`config.mk`:
```
export PLATFORM = sky130hd
export DESIGN_NAME = tick_timer_fsm
export DESIGN_NICKNAME = d
export VERILOG_FILES = /design/src/rtl/tick_timer_fsm_pkg.sv /design/src/rtl/tick_timer_cnt.sv /design/src/rtl/tick_timer_fsm.sv
export SDC_FILE = /design/constraint.sdc
export NUM_CORES = 1
export LEC_CHECK = 0
export ABC_AREA = 1
export BUFFER_PORTS_ARGS = -buffer_cell sky130_fd_sc_hd__buf_2
export CAP_MARGIN = 0
export CORE_UTILIZATION = 56
export CTS_BUF_LIST = sky130_fd_sc_hd__clkbuf_4 sky130_fd_sc_hd__clkbuf_8 sky130_fd_sc_hd__clkbuf_16
export DETAILED_ROUTE_END_ITERATION = 10
export PLACE_DENSITY = 0.88
export SKIP_CTS_REPAIR_TIMING = 1
export SYNTH_ARGS = -nofsm -noshare
export SYNTH_HDL_FRONTEND = slang
export SYNTH_SLANG_ARGS = --single-unit
```
`constraint.sdc`:
```
create_clock -name clk -period 2.3 [get_ports clk]
set_input_delay 0.23 -clock clk [delete_from_list [all_inputs] [get_ports clk]]
set_output_delay 0.23 -clock clk [all_outputs]
set_load 0.02 [all_outputs]
```
`src/rtl/tick_timer_fsm_pkg.sv`:
```
// Shared types and default widths for the tick timer.
package tick_timer_fsm_pkg;
    localparam int W_DEF  = 8;
    localparam int CW_DEF = 8;

    typedef enum logic [1:0] {
        ST_IDLE  = 2'd0,
        ST_RUN   = 2'd1,
        ST_PAUSE = 2'd2
    } state_e;
endpackage

```
`src/rtl/tick_timer_cnt.sv`:
```
// Remaining-ticks register: clear, load and decrement, plus a terminal flag for the last tick.
module tick_timer_cnt
    import tick_timer_fsm_pkg::*;
#(
    parameter int W = W_DEF
) (
    input  logic         clk,
    input  logic         rstn,
    input  logic         clr_i,
    input  logic         load_i,
    input  logic         dec_i,
    input  logic [W-1:0] load_val_i,
    output logic [W-1:0] remaining_o,
    output logic         terminal_o
);
    logic [W-1:0] rem_q;

    always_ff @(posedge clk) begin
        if (!rstn)
            rem_q <= '0;
        else if (clr_i)
            rem_q <= '0;
        else if (load_i)
            rem_q <= load_val_i;
        else if (dec_i && rem_q > W'(1))
            rem_q <= rem_q - W'(1);
    end

    assign remaining_o = rem_q;
    assign terminal_o  = (rem_q == W'(1));
endmodule

```
`src/rtl/tick_timer_fsm.sv`:
```
// One-shot/periodic tick timer: counts prescaler ticks down from a loaded period, pulses on expiry.
module tick_timer_fsm
    import tick_timer_fsm_pkg::*;
#(
    parameter int W  = W_DEF,
    parameter int CW = CW_DEF
) (
    input  logic          clk,
    input  logic          rstn,
    input  logic          tick_in,
    input  logic          start,
    input  logic          stop,
    input  logic          hold,
    input  logic          periodic,
    input  logic [W-1:0]  load_val,
    output logic          busy,
    output logic          expired,
    output logic [W-1:0]  remaining,
    output logic [CW-1:0] expire_cnt
);
    state_e        state_q, state_d;
    logic          busy_q, expired_q, mode_q;
    logic [W-1:0]  period_q;
    logic [CW-1:0] expire_cnt_q;

    logic          cnt_clr, cnt_load, cnt_dec, cnt_term, start_ld, term_hit;
    logic [W-1:0]  cnt_val;

    // Priority stop > start > hold > tick; start with a zero period aborts like stop.
    always_comb begin
        state_d  = state_q;
        cnt_clr  = 1'b0;
        cnt_load = 1'b0;
        cnt_dec  = 1'b0;
        cnt_val  = load_val;
        start_ld = 1'b0;
        term_hit = 1'b0;
        case (state_q)
            ST_IDLE: begin
                if (!stop && start && load_val != '0) begin
                    cnt_load = 1'b1;
                    start_ld = 1'b1;
                    state_d  = ST_RUN;
                end
            end
            ST_RUN, ST_PAUSE: begin
                if (stop || (start && load_val == '0)) begin
                    cnt_clr = 1'b1;
                    state_d = ST_IDLE;
                end else if (start) begin
                    cnt_load = 1'b1;
                    start_ld = 1'b1;
                    state_d  = ST_RUN;
                end else if (hold) begin
                    state_d = ST_PAUSE;
                end else if (state_q == ST_PAUSE) begin
                    state_d = ST_RUN;
                end else if (tick_in) begin
                    if (cnt_term) begin
                        term_hit = 1'b1;
                        if (mode_q) begin
                            cnt_load = 1'b1;
                            cnt_val  = period_q;
                        end else begin
                            cnt_clr = 1'b1;
                            state_d = ST_IDLE;
                        end
                    end else begin
                        cnt_dec = 1'b1;
                    end
                end
            end
            default: begin
                cnt_clr = 1'b1;
                state_d = ST_IDLE;
            end
        endcase
    end

    always_ff @(posedge clk) begin
        if (!rstn) begin
            state_q      <= ST_IDLE;
            busy_q       <= 1'b0;
            expired_q    <= 1'b0;
            mode_q       <= 1'b0;
            period_q     <= '0;
            expire_cnt_q <= '0;
        end else begin
            state_q   <= state_d;
            busy_q    <= (state_d != ST_IDLE);
            expired_q <= term_hit;
            if (start_ld) begin
                period_q <= load_val;
                mode_q   <= periodic;
            end
            if (term_hit && expire_cnt_q != '1)
                expire_cnt_q <= expire_cnt_q + CW'(1);
        end
    end

    tick_timer_cnt #(.W(W)) u_cnt (
        .clk        (clk),
        .rstn       (rstn),
        .clr_i      (cnt_clr),
        .load_i     (cnt_load),
        .dec_i      (cnt_dec),
        .load_val_i (cnt_val),
        .remaining_o(remaining),
        .terminal_o (cnt_term)
    );

    assign busy       = busy_q;
    assign expired    = expired_q;
    assign expire_cnt = expire_cnt_q;
endmodule

```
==> metrics.yaml <==
outcome:
  outcome: "completed"
power_and_ir_drop:
  switching_share: 0.330
  internal_power_mw: 0.797
  combPwrFrac: 0.258
  peakVddDrop_mv: 0.303
  p_per_area_nw_per_um2: 554
  clockPowerShare: 0.275
  p_total_mw: 1.19
  power.switching_mw: 0.392
  leakage_nw: 1.05
  power_frac_seq: 0.467
yosys:
  synth_cells: 273
  synth-warning-count: 0
  synth_ff_type: "dfxtp_1"
  synth_edf_count: 0
  async_reset_ff_frac: 0
  avgSynthCellArea_um2: 6.91
  yosysSeqAreaShare: 0.308
  synth_area_um2: 1890
  synth.distinct_cells: 32
  synth_nets: 294
  ys_ff_latch: 29
die:
  boundaryPins: 33
  initial_core_util: 0.603
  row_count: 20
  core_area_um2: 3130
  die_w_um: 60.0
  die_area_um2: 3600
  fp.dieH_um: 60.0
grt:
  grt_pass1_vias: 1515
  antenna_found_initial: 0
  grt_pass1_wl_mm: 6.69
  grt.overflow.total: 0
  track_usage: 0.252
  grt_max_degree: 19
setup_path:
  cp_top_family: "simple AND/OR/NAND/NOR gates"
  critPathLaunch: "state_q[1]$_SDFF_PN0_"
  timing.critical_path.mode_cell: "inv_1"
  regToRegSetupSlack_ns: 0.26
  crit_type: "reg2reg"
  reg2reg_depth: 9
  cp.required_ns: 2.53
  slowest_delay_ns: 0.41
  r2r_end: "expire_cnt[2]$_SDFFE_PN0P_"
  crit_fanout: 8
  slowest_stage: "dfxtp_1"
  crit_chain: "inv_1 > ha_1 > inv_1 > nor2_1 > nand4_4 > nor2_4 > nand2_1 > o21ai_0 > a21oi_1"
  crit_path_end: "expire_cnt[2]$_SDFFE_PN0P_"
  crit-reg2reg-launch: "state_q[1]$_SDFF_PN0_"
  endpoint_kind: "flip-flop"
  worstSetupStartpointType: "flip-flop"
  cp_num_cells: 9
  path_buf_inv: 2
  worst_ep_arrival_time_ns: 2.26
sta:
  relSlewSlack: 0.717
  skew_ns: 0.00454
  fmax_mhz: 491
  worst_pin_slew_ns: 0.421
  finalMaxSlewViolations: 0
  grt_setup_unrepaired: "no"
  setup_viol: 0
  final_hold_viol_count: 0
  finalCriticalPeriod_ns: 2.04
  fin_crit_sh: 0.885
  tns_ns: 0
drt:
  drc_errors: 0
  dr.pass1.iters: 5
  drtIter0Drc: 173
  ant_nets: 0
  wl_per_cell_um: 11.6
  routed_wl_mm: 4.11
  vias_per_cell: 5.23
  vias: 1851
clocking:
  insertion_delay_ns: 0.33
  cts_tree: "built"
  cts_max_level: 2
  cts-buffers-inserted: 5
  cts.sinks: 29
  cts_buffer_depth: 2
  root_buffer: "clkbuf_4"
  path_clk_slew_ns: 0.09
place:
  io_buffers: 32
  place_congestion: 0.896
  dpl.hpwl_mm: 3.16
cells_and_area:
  nets: 331
  drive_above_1_share: 0.194
  area_growth_pct: 13.8
  fillers: 278
  diodes: 0
hold_path:
  min_from: "periodic"
  hold_class: "in2reg"
job:
  cap_violations: 0
-- synthesized netlist by cell type (2+ instances only) --
| cell | number | share of area |
|---|---|---|
| nand2_2 | 3 | 0.010 |
| o21ai_0 | 22 | 0.058 |
| nor2_8 | 2 | 0.021 |
| o21ai_1 | 3 | 0.0080 |
| nand4_1 | 11 | 0.036 |
| nand3_1 | 18 | 0.048 |
| nand2_1 | 46 | 0.092 |
| nor2_1 | 37 | 0.074 |
| nand2_4 | 2 | 0.012 |
| a21oi_1 | 18 | 0.048 |
| nor2_4 | 3 | 0.018 |
| dfxtp_1 | 29 | 0.31 |
| ha_1 | 6 | 0.040 |
| buf_2 | 2 | 0.0053 |
| inv_2 | 2 | 0.0040 |
| inv_1 | 41 | 0.082 |
| nor3_1 | 8 | 0.021 |
| xor2_1 | 6 | 0.028 |
-- power by group through the flow --
stage | Combinational, mW | Sequential, mW | Clock [mW]
final | 0.307 | 0.556 | 0.327
after global routing | 0.337 | 0.558 | 0.365
after CTS | 0.304 | 0.555 | 0.340
after detailed placement | 0.303 | 0.567 | 0
after global placement | 0.295 | 0.566 | 0
after floorplan | 0.210 | 0.579 | 0
-- layer usage --
metal,vias up,share of wire,track usage
met1,815,0.47,0.335
li1,958,-,-
met4,0,0.020,0.0997
met3,10,0.068,0.0714
met5,-,0,0
met2,68,0.45,0.383
-- layout by cell type, fill, tap and decap left out, drive strengths merged, types with 6 or more instances in the layout --
master  Yosys  routed
nor3        8       8
dfxtp      29      29
o21ai      25      25
xor2        6       6
nand3      19      19
ha          6       6
inv        43      43
nor2       42      42
nand2      52      52
buf         4      34
nand4      13      13
a21oi      19      19
clkbuf      0       7
-- final cells by class --
| cell class | count | area (um2) | share of cell area |
|---|---|---|---|
| repair buffers | 34 | 175 | 0.0816 |
| multi-input cells | 196 | 1110 | 0.518 |
| well taps | 44 | 55.1 | 0.0257 |
| flip-flops and latches | 29 | 581 | 0.271 |
| inverters | 44 | 165 | 0.0770 |
| clock buffers | 7 | 58.8 | 0.0274 |
-- sequential cells by signal, indices dropped and copies added, names as in the netlist --
| register | flops |
|---|---|
| busy | 1 |
| expire_cnt | 8 |
| expired | 1 |
| mode_q | 1 |
| period_q | 8 |
| state_q | 2 |
| u_cnt.remaining_o | 8 |
-- how the worst min path moves through the flow --
stage / to / cells after the start
after floorplan: mode_q$_SDFFE_PN0P_ / 2
after detailed placement: period_q[1]$_SDFFE_PN0P_ / 2
after global routing: period_q[4]$_SDFFE_PN0P_ / 3
final: mode_q$_SDFFE_PN0P_ / 3
after global placement: period_q[3]$_SDFFE_PN0P_ / 2
after CTS: period_q[4]$_SDFFE_PN0P_ / 3
-- worst reg2reg max path: cells and delay by family, from the launching register on --
| family | cells | cell delay [ns] |
|---|---|---|
| compound gates | 2 | 0.23 |
| flops | 1 | 0.41 |
| buf+inv | 2 | 0.14 |
| fa+ha+maj | 1 | 0.38 |
| simple gates | 4 | 0.77 |
-- stage by stage --
stage,hold slack [ns],util,std cells,worst slack [ns],area [um2]
3_5_place_dp,0.444,0.667,347,0.295,2090
5_1_grt,0.195,0.686,354,0.0401,2150
2_1_floorplan,0.368,-,273,0.452,1890
6_report,0.199,0.686,354,0.265,2150
4_1_cts,0.192,0.686,354,0.263,2150
3_3_place_gp,0.434,0.667,347,0.306,2090
-- cells by family (layout without fill, tap and decap cells) --
logic type / after synthesis / count (layout) / share of synthesized area
simple gates: 136 / 136 / 0.377
buf+inv: 48 / 85 / 0.103
compound gates: 47 / 47 / 0.140
flops: 29 / 29 / 0.308
xor+xnor: 7 / 7 / 0.0325
fa+ha+maj: 6 / 6 / 0.0398
(Power assumes the default switching activity.)
